===== config.mk =====
export PLATFORM = sky130hd
export DESIGN_NAME = next_kb_hotkey
export DESIGN_NICKNAME = d
export VERILOG_FILES = /design/src/rtl/next_kb_hotkey.sv
export SDC_FILE = /design/constraint.sdc
export NUM_CORES = 1
export LEC_CHECK = 0
export CAP_MARGIN = 20
export CELL_PAD_IN_SITES_DETAIL_PLACEMENT = 0
export CELL_PAD_IN_SITES_GLOBAL_PLACEMENT = 1
export CORE_UTILIZATION = 26
export CTS_BUF_LIST = sky130_fd_sc_hd__clkbuf_4
export DETAILED_ROUTE_END_ITERATION = 10
export GPL_TIMING_DRIVEN = 0
export PLACE_DENSITY = 0.77
export SYNTH_ARGS = -nofsm -noshare
export SYNTH_HDL_FRONTEND = slang
export SYNTH_SLANG_ARGS = --single-unit

===== constraint.sdc =====
create_clock -name clk27 -period 1.2 [get_ports clk27]
set_input_delay 0.12 -clock clk27 [delete_from_list [all_inputs] [get_ports clk27]]
set_output_delay 0.12 -clock clk27 [all_outputs]
set_load 0.02 [all_outputs]

===== src/rtl/next_kb_hotkey.sv =====
// next_kb_hotkey -- decodes NeXT keyboard events into OSD hotkey pulses.
// Sits downstream of the sound-box top in the clk27 domain. While the hotkey
// modifier combination is held, kb_forward_en drops so hotkey keystrokes are
// withheld from the NeXT.
// Build option: define HOTKEY_REPEAT_EN to build the DELAY/REPEAT autorepeat
// machine and its counter. Without it, each make produces exactly one pulse
// and hk_repeat is always 0.
module next_kb_hotkey #(
    parameter logic [7:0] HOTKEY_MOD    = 8'h18,
    parameter logic [6:0] KEY_UP        = 7'h16,
    parameter logic [6:0] KEY_DOWN      = 7'h0F,
    parameter logic [6:0] KEY_LEFT      = 7'h09,
    parameter logic [6:0] KEY_RIGHT     = 7'h10,
    parameter logic [6:0] KEY_ENTER     = 7'h2A,
    parameter logic [6:0] KEY_MENU      = 7'h49,
    parameter int         REPEAT_DELAY  = 13_500_000,
    parameter int         REPEAT_PERIOD = 2_700_000,
    parameter int         CNT_W         = 24
) (
    input  logic        clk27,
    input  logic        hw_reset_n,
    input  logic [15:0] keycode,
    input  logic        keycode_valid,
    output logic [2:0]  hk_code,
    output logic        hk_valid,
    output logic        hk_repeat,
    output logic        kb_forward_en
);

    // Table lookup: {found, index}. The if-chain runs from hk_code 0 upward,
    // so duplicate table entries resolve to the lowest index.
    function automatic logic [3:0] lookup_key(input logic [6:0] key);
        logic [3:0] res;
        if (key == KEY_UP)         res = {1'b1, 3'd0};
        else if (key == KEY_DOWN)  res = {1'b1, 3'd1};
        else if (key == KEY_LEFT)  res = {1'b1, 3'd2};
        else if (key == KEY_RIGHT) res = {1'b1, 3'd3};
        else if (key == KEY_ENTER) res = {1'b1, 3'd4};
        else if (key == KEY_MENU)  res = {1'b1, 3'd5};
        else                       res = {1'b0, 3'd0};
        return res;
    endfunction

    logic       mods_match_s;
    logic [3:0] lookup_s;
    logic       hit_s;
    logic [2:0] hit_code_s;
    logic       pulse_s;
    logic       pulse_rep_s;
    logic [2:0] pulse_code_s;

    assign mods_match_s = (keycode[14:8] == HOTKEY_MOD[6:0]);
    assign lookup_s     = lookup_key(keycode[6:0]);
    assign hit_code_s   = lookup_s[2:0];
    assign hit_s        = keycode_valid & keycode[15] & ~keycode[7]
                          & mods_match_s & lookup_s[3];

    // Forwarding gate: this register is the complement of the "modifiers match"
    // flag, refreshed on every event. The matching event itself still passes.
    always_ff @(posedge clk27 or negedge hw_reset_n) begin
        if (!hw_reset_n) begin
            kb_forward_en <= 1'b1;
        end else if (keycode_valid) begin
            kb_forward_en <= ~mods_match_s;
        end else begin
            kb_forward_en <= kb_forward_en;
        end
    end

`ifdef HOTKEY_REPEAT_EN
    localparam logic [1:0] ST_IDLE   = 2'd0;
    localparam logic [1:0] ST_DELAY  = 2'd1;
    localparam logic [1:0] ST_REPEAT = 2'd2;

    localparam logic [CNT_W-1:0] DELAY_LAST  = CNT_W'(REPEAT_DELAY - 1);
    localparam logic [CNT_W-1:0] PERIOD_LAST = CNT_W'(REPEAT_PERIOD - 1);
    localparam logic [CNT_W-1:0] CNT_ZERO    = {CNT_W{1'b0}};
    localparam logic [CNT_W-1:0] CNT_ONE     = CNT_W'(1);

    logic [1:0]       state_r, state_s;
    logic [CNT_W-1:0] counter_r, counter_s;
    logic [6:0]       held_key_r, held_key_s;
    logic             expiry_s;
    logic             held_break_s;
    logic             switch_s;

    assign expiry_s     = ((state_r == ST_DELAY)  && (counter_r == DELAY_LAST)) ||
                          ((state_r == ST_REPEAT) && (counter_r == PERIOD_LAST));
    assign held_break_s = keycode_valid & keycode[15] & keycode[7]
                          & (keycode[6:0] == held_key_r);
    assign switch_s     = hit_s & (keycode[6:0] != held_key_r);

    // Autorepeat next-state. Event handling outranks timer expiry. An expiry
    // that coincides with a non-state-changing event still restarts the timer,
    // but its pulse is dropped.
    always_comb begin
        state_s      = state_r;
        counter_s    = counter_r;
        held_key_s   = held_key_r;
        pulse_s      = 1'b0;
        pulse_rep_s  = 1'b0;
        pulse_code_s = hk_code;
        case (state_r)
            ST_IDLE: begin
                counter_s = CNT_ZERO;
                if (hit_s) begin
                    pulse_s      = 1'b1;
                    pulse_code_s = hit_code_s;
                    held_key_s   = keycode[6:0];
                    state_s      = ST_DELAY;
                end else begin
                    state_s = ST_IDLE;
                end
            end
            ST_DELAY, ST_REPEAT: begin
                if (keycode_valid && !mods_match_s) begin
                    state_s   = ST_IDLE;
                    counter_s = CNT_ZERO;
                end else if (held_break_s) begin
                    state_s   = ST_IDLE;
                    counter_s = CNT_ZERO;
                end else if (switch_s) begin
                    pulse_s      = 1'b1;
                    pulse_code_s = hit_code_s;
                    held_key_s   = keycode[6:0];
                    state_s      = ST_DELAY;
                    counter_s    = CNT_ZERO;
                end else if (expiry_s) begin
                    pulse_s     = ~keycode_valid;
                    pulse_rep_s = 1'b1;
                    state_s     = ST_REPEAT;
                    counter_s   = CNT_ZERO;
                end else begin
                    counter_s = counter_r + CNT_ONE;
                end
            end
            default: begin
                state_s   = ST_IDLE;
                counter_s = CNT_ZERO;
            end
        endcase
    end

    // Autorepeat state, counter and latched key.
    always_ff @(posedge clk27 or negedge hw_reset_n) begin
        if (!hw_reset_n) begin
            state_r    <= ST_IDLE;
            counter_r  <= CNT_ZERO;
            held_key_r <= 7'h00;
        end else begin
            state_r    <= state_s;
            counter_r  <= counter_s;
            held_key_r <= held_key_s;
        end
    end
`else
    logic unused_cfg_s;
    assign unused_cfg_s = (REPEAT_DELAY == 0) ^ (REPEAT_PERIOD == 0) ^ (CNT_W == 0);

    // Single-shot decode: every hit produces one initial pulse.
    always_comb begin
        pulse_s      = hit_s;
        pulse_code_s = hit_code_s;
        pulse_rep_s  = 1'b0;
    end
`endif

    // Output pulse register. Code and repeat flag update only together with hk_valid.
    always_ff @(posedge clk27 or negedge hw_reset_n) begin
        if (!hw_reset_n) begin
            hk_valid  <= 1'b0;
            hk_code   <= 3'd0;
            hk_repeat <= 1'b0;
        end else if (pulse_s) begin
            hk_valid  <= 1'b1;
            hk_code   <= pulse_code_s;
            hk_repeat <= pulse_rep_s;
        end else begin
            hk_valid  <= 1'b0;
            hk_code   <= hk_code;
            hk_repeat <= hk_repeat;
        end
    end

endmodule


Word-level counts from Yosys, hierarchy flattened
Cells that the tools add are included.
{ "totals": {"regBits": 5, "latchBits": 0, "ramBits": 0, "mem_bits_ro": 0, "input_bits": 19, "out_inout_bits": 6, "n_memories": 0} }
{ "classes": {"add_sub_neg": 0, "mul": 0, "n_div": 0, "order_cmp": 0, "eq_ne": 7, "n_shift": 0, "muxes": 7, "bitwise_logic": 6, "reduce_logical": 0} }
{ "ops": {"columns": ["op", "n"], "rows": [
  ["$mux 4", 6],
  ["$eq 7x5->1 const B", 3],
  ["$eq 7x4->1 const B", 2],
  ["$eq 7x6->1 const B", 1],
  ["$eq 7x7->1 const B", 1],
  ["$and 1x1->1", 4],
  ["$not 1->1", 2],
  ["$mux 1", 1]
]} }

Longest topological paths before layout
Gate-level depths: netlist of the first run.
{ "logic_depth": {"ltp_word": 9, "depth_mapped": 5} }

Least setup slack after synthesis of the first run
OpenSTA, ideal clock, no wires.
{ "synth_timing": {"kind": "input to register", "from": "input keycode[2]", "to": "register hk_code[0]", "arrival_ps": 1132, "required_ps": 1072, "setup_slack_ps": -60, "stages": 5, "n_path_buf": 1, "cell_sequence": "clkbuf_1 nor3b_1 o21ai_2 a31oi_1 mux2_1"} }
{ "synth_between": {"elab_chain_cells": 8, "elab_cells_between_ends": 13, "classes_between": "6 x eq/ne; 6 x mux; 1 x bitwise"} }
{ "synth_lines": {"columns": ["item", "line", "text"], "rows": [
  ["start: declaration", "22", "input logic [15:0] keycode,"],
  ["$eq 7x7->1", "39", "else if (key == KEY_MENU) res = {1'b1, 3'd5};"],
  ["$mux 4", "39", null],
  ["$mux 4", "38", "else if (key == KEY_ENTER) res = {1'b1, 3'd4};"],
  ["$mux 4", "37", "else if (key == KEY_RIGHT) res = {1'b1, 3'd3};"],
  ["$mux 4", "36", "else if (key == KEY_LEFT) res = {1'b1, 3'd2};"],
  ["$mux 4", "35", "else if (key == KEY_DOWN) res = {1'b1, 3'd1};"],
  ["$mux 4 *", "34", "if (key == KEY_UP) res = {1'b1, 3'd0};"],
  ["$and 1x1->1 *", "56", "& mods_match_s & lookup_s[3];"],
  ["via hit_s", "46", "logic hit_s;"],
  ["end signal: assignment", "176", "hk_code <= pulse_code_s;"],
  ["end signal: assignment", "180", "hk_code <= hk_code;"],
  ["end: declaration", "24", "output logic [2:0] hk_code,"]
]} }
The timed path passes the listed nets; every way through them passes the cells marked *.
A chain may end at the register's enable or synchronous reset.

Worst setup path in the final report of the first run
{ "layout_timing": {"from": "input keycode[14]", "to": "register hk_code[0]"} }
{ "layout_between": {"elab_chain_cells": 3} }
{ "layout_lines": {"columns": ["item", "line", "text"], "rows": [
  ["$eq 7x5->1", "52", "assign mods_match_s = (keycode[14:8] == HOTKEY_MOD[6:0]);"],
  ["$and 1x1->1 (2 in series)", "56", null],
  ["via hit_s", "46", null]
]} }
The timed path passes the listed nets, and every way through them passes these cells.

==> metrics, run 1 <==
Routed WL=1120 um; hold slack=0.104 ns; Layout Cells excl Fill=86; placed cell count=78; WL met1=around 470 um; area grow syn2layout=72.5%; Worst-Skew Late Latency=approximately 0.24 ns; reg2reg path depth=3; vias in the first global route=401; die area=~0.0017 sq mm; layout cells sized above 1=0.437; fmax=867 MHz; Starting Density=0.296; YS warnings=0; peak supply drop=between 0.0005 and 0.0006 V; Max Cap Viol=0; RR Endpoint=hk_code[1]$_DFFE_PN0P_; Max Used Layer=met3; slack of the worst reg-to-reg path=about 0.29 ns; Placer Congestion=~0.70; Synth Register Bits=5; CTS Root Cell=clkbuf_4; Cell Area, Synth=about 410 sq um; nets@finish=~90; clock period minus worst slack=approximately 1.2 ns; DRC violations left=0; TritonCTS clock tree=built; antenna-violating nets left=0; pin count of the biggest net entering global routing=10; status=finished clean; Rows=13; grt total ovfl=0; Setup WS post-layout=0.0469 ns; Synth cell types=29; Final Util=0.510; worst-path fanout max=4; input/output buffers=21; Die Ht=~42 um; final count of negative-setup-slack endpoints=0; FF-to-FF Start=hk_code[1]$_DFFE_PN0P_; WP data required=roughly 1.3 ns; Slew Viols, Final=0; met2 wire length=approximately 560 um; vias=440; commonest non-fill, non-tap cell in the layout=dlygate4sd2_1; initial antenna violation count=0; most frequent cells in the layout=dlygate4sd2_1, buf_2, buf_4; CP arrival=between 1 and 1.5 ns; HPWL after DPL=757 um; gr usage total=0.133; RSZ-0062 raised after global routing=false; drt wl/cell=between 10 and 15 um; Setup crit end kind=flip-flop; core area=about 0.0014 sq mm; first-pass GRT wire length=roughly 1800 um; DR WL met3=around 94 um; cts hold-fix bufs=0; num ports=25; PD cells=703 mW/mm^2; First-pass DRT Iterations=4; static leakage=roughly 0.32 nW; mean post-synth cell area=~10 sq um; CTS HTree Levels=1; Max clock buf depth=2; Setup WS pre-CTS=-0.664 ns; Seq/Total Area, Yosys=0.309; die width=about 42 um; launch point of the critical path=keycode[14]; Hold Crit Class=in -> async; Final Skew=0 ns; number of CTS-inserted buffers=3; Tcrit/Tclk final=0.961; drt via density=5.12; Hold Vio Cnt, Final=0; Reg clk slew, reported paths=0.05 ns; Gate Count Post-Synth=42; startpoint types=input pin; Iteration-0 DRC Markers=7; Crit Path Category=in -> reg; Post-Syn Nets=61; clk sinks=5; total power=between 0.0004 and 0.0005 W; Antenna Cells=0
==> stage by stage <==
step	instance area, sq um	TNS (ns)
finish	706	0
global route	706	0
CTS	727	0
detailed placement	643	-2.00
global placement	643	-1.94
floorplan	414	-0.0204
==> cell usage after synthesis <==
| master | count | area, sq um |
|---|---|---|
| dfrtp_1 | 4 | 100 |
| nor2_1 | 4 | 15.0 |
| nor3b_1 | 3 | 22.5 |
| a21oi_1 | 2 | 10.0 |
| and3b_1 | 2 | 17.5 |
| and4bb_1 | 2 | 25.0 |
| o211ai_1 | 2 | 15.0 |
| o21ai_0 | 2 | 10.0 |
| a22oi_1 | 1 | 7.51 |
| a31oi_1 | 1 | 6.26 |
| and4bb_2 | 1 | 12.5 |
| buf_2 | 1 | 5.00 |
| buf_4 | 1 | 7.51 |
| clkbuf_1 | 1 | 3.75 |
| conb_1 | 1 | 3.75 |
| dfstp_2 | 1 | 26.3 |
| inv_1 | 1 | 3.75 |
| mux2_1 | 1 | 11.3 |
| nand2_1 | 1 | 3.75 |
| nand3_1 | 1 | 5.00 |
| nand4b_2 | 1 | 15.0 |
| nor2b_1 | 1 | 6.26 |
| nor4b_1 | 1 | 8.76 |
| nor4b_4 | 1 | 23.8 |
| o2111ai_1 | 1 | 8.76 |
| o21ai_2 | 1 | 8.76 |
| o32a_1 | 1 | 10.0 |
| or4_1 | 1 | 7.51 |
| xor2_1 | 1 | 8.76 |
==> metal layers <==
metal	GRT usage	vias to the layer above
met2	0.200	21
met3	0.0739	0
met4	0.0387	0
met5	0	-
li1	-	219
met1	0.162	200
==> worst max path at each step <==
stage | end | slack [ns] | cells after the start
2_1_floorplan | hk_code[0]$_DFFE_PN0P_ | -0.02 | 4
3_3_place_gp | hk_code[0]$_DFFE_PN0P_ | -0.64 | 5
3_5_place_dp | hk_code[0]$_DFFE_PN0P_ | -0.66 | 5
4_1_cts | hk_code[1]$_DFFE_PN0P_ | 0.006 | 5
5_1_grt | hk_code[1]$_DFFE_PN0P_ | 0.007 | 5
6_report | hk_code[0]$_DFFE_PN0P_ | 0.05 | 5
==> critical path, cell delays in order <==
cell and delay [ns]:
clkdlybuf4s15_1 0.16, and4bb_2 0.33, nand4b_4 0.14, a31oi_4 0.20, mux2_4 0.32
==> layout make-up <==
class                   instances  area [sq um]
plain buffers                   3          16.3
clock buffers                   4          30.0
fillers                       142           677
inverters                       1          3.75
multi-input cells              33           324
flip-flops and latches          5           126
well taps                      15          18.8
repair buffers                 25           186
==> kinds of logic (layout without fill, tap and decap cells) <==
kind of cell,count (synthesis),after routing,synth area share
AND/OR/NAND/NOR,19,19,0.398
AO/OA/AOI/OAI,11,11,0.187
flip-flops,5,5,0.309
buffers and inverters,4,33,0.0489
other,1,1,0.00917
XOR/XNOR,1,1,0.0214
multiplexers,1,1,0.0275
==> report_power, final <==
part	internal [W]	switching (W)
logic	0.0000550	0.0000505
registers	0.000170	0.000000202
clock network	0.000148	0.0000719
==> sequential cells by signal, indices dropped and copies added, names as in the netlist <==
name	count
hk_code	3
kb_forward_en	1
hk_valid	1
==> what timing repair did <==
action / 4_1_cts / 5_1_grt
setup buffers: 3 / 1
resized for setup: 46 / 9
endpoints found under the setup margin: 9 / 3
pin swaps: 12 / 7
cloned: 0 / 0
hold endpoints to repair: 0 / 0
Power figures use the tool's default switching activity.
==> inputs of run 2 (changes only) <==
- SLEW_MARGIN: unset -> 10
==> results of run 2 <==
Final layout, timing and power as in run 1 (identical DEF).
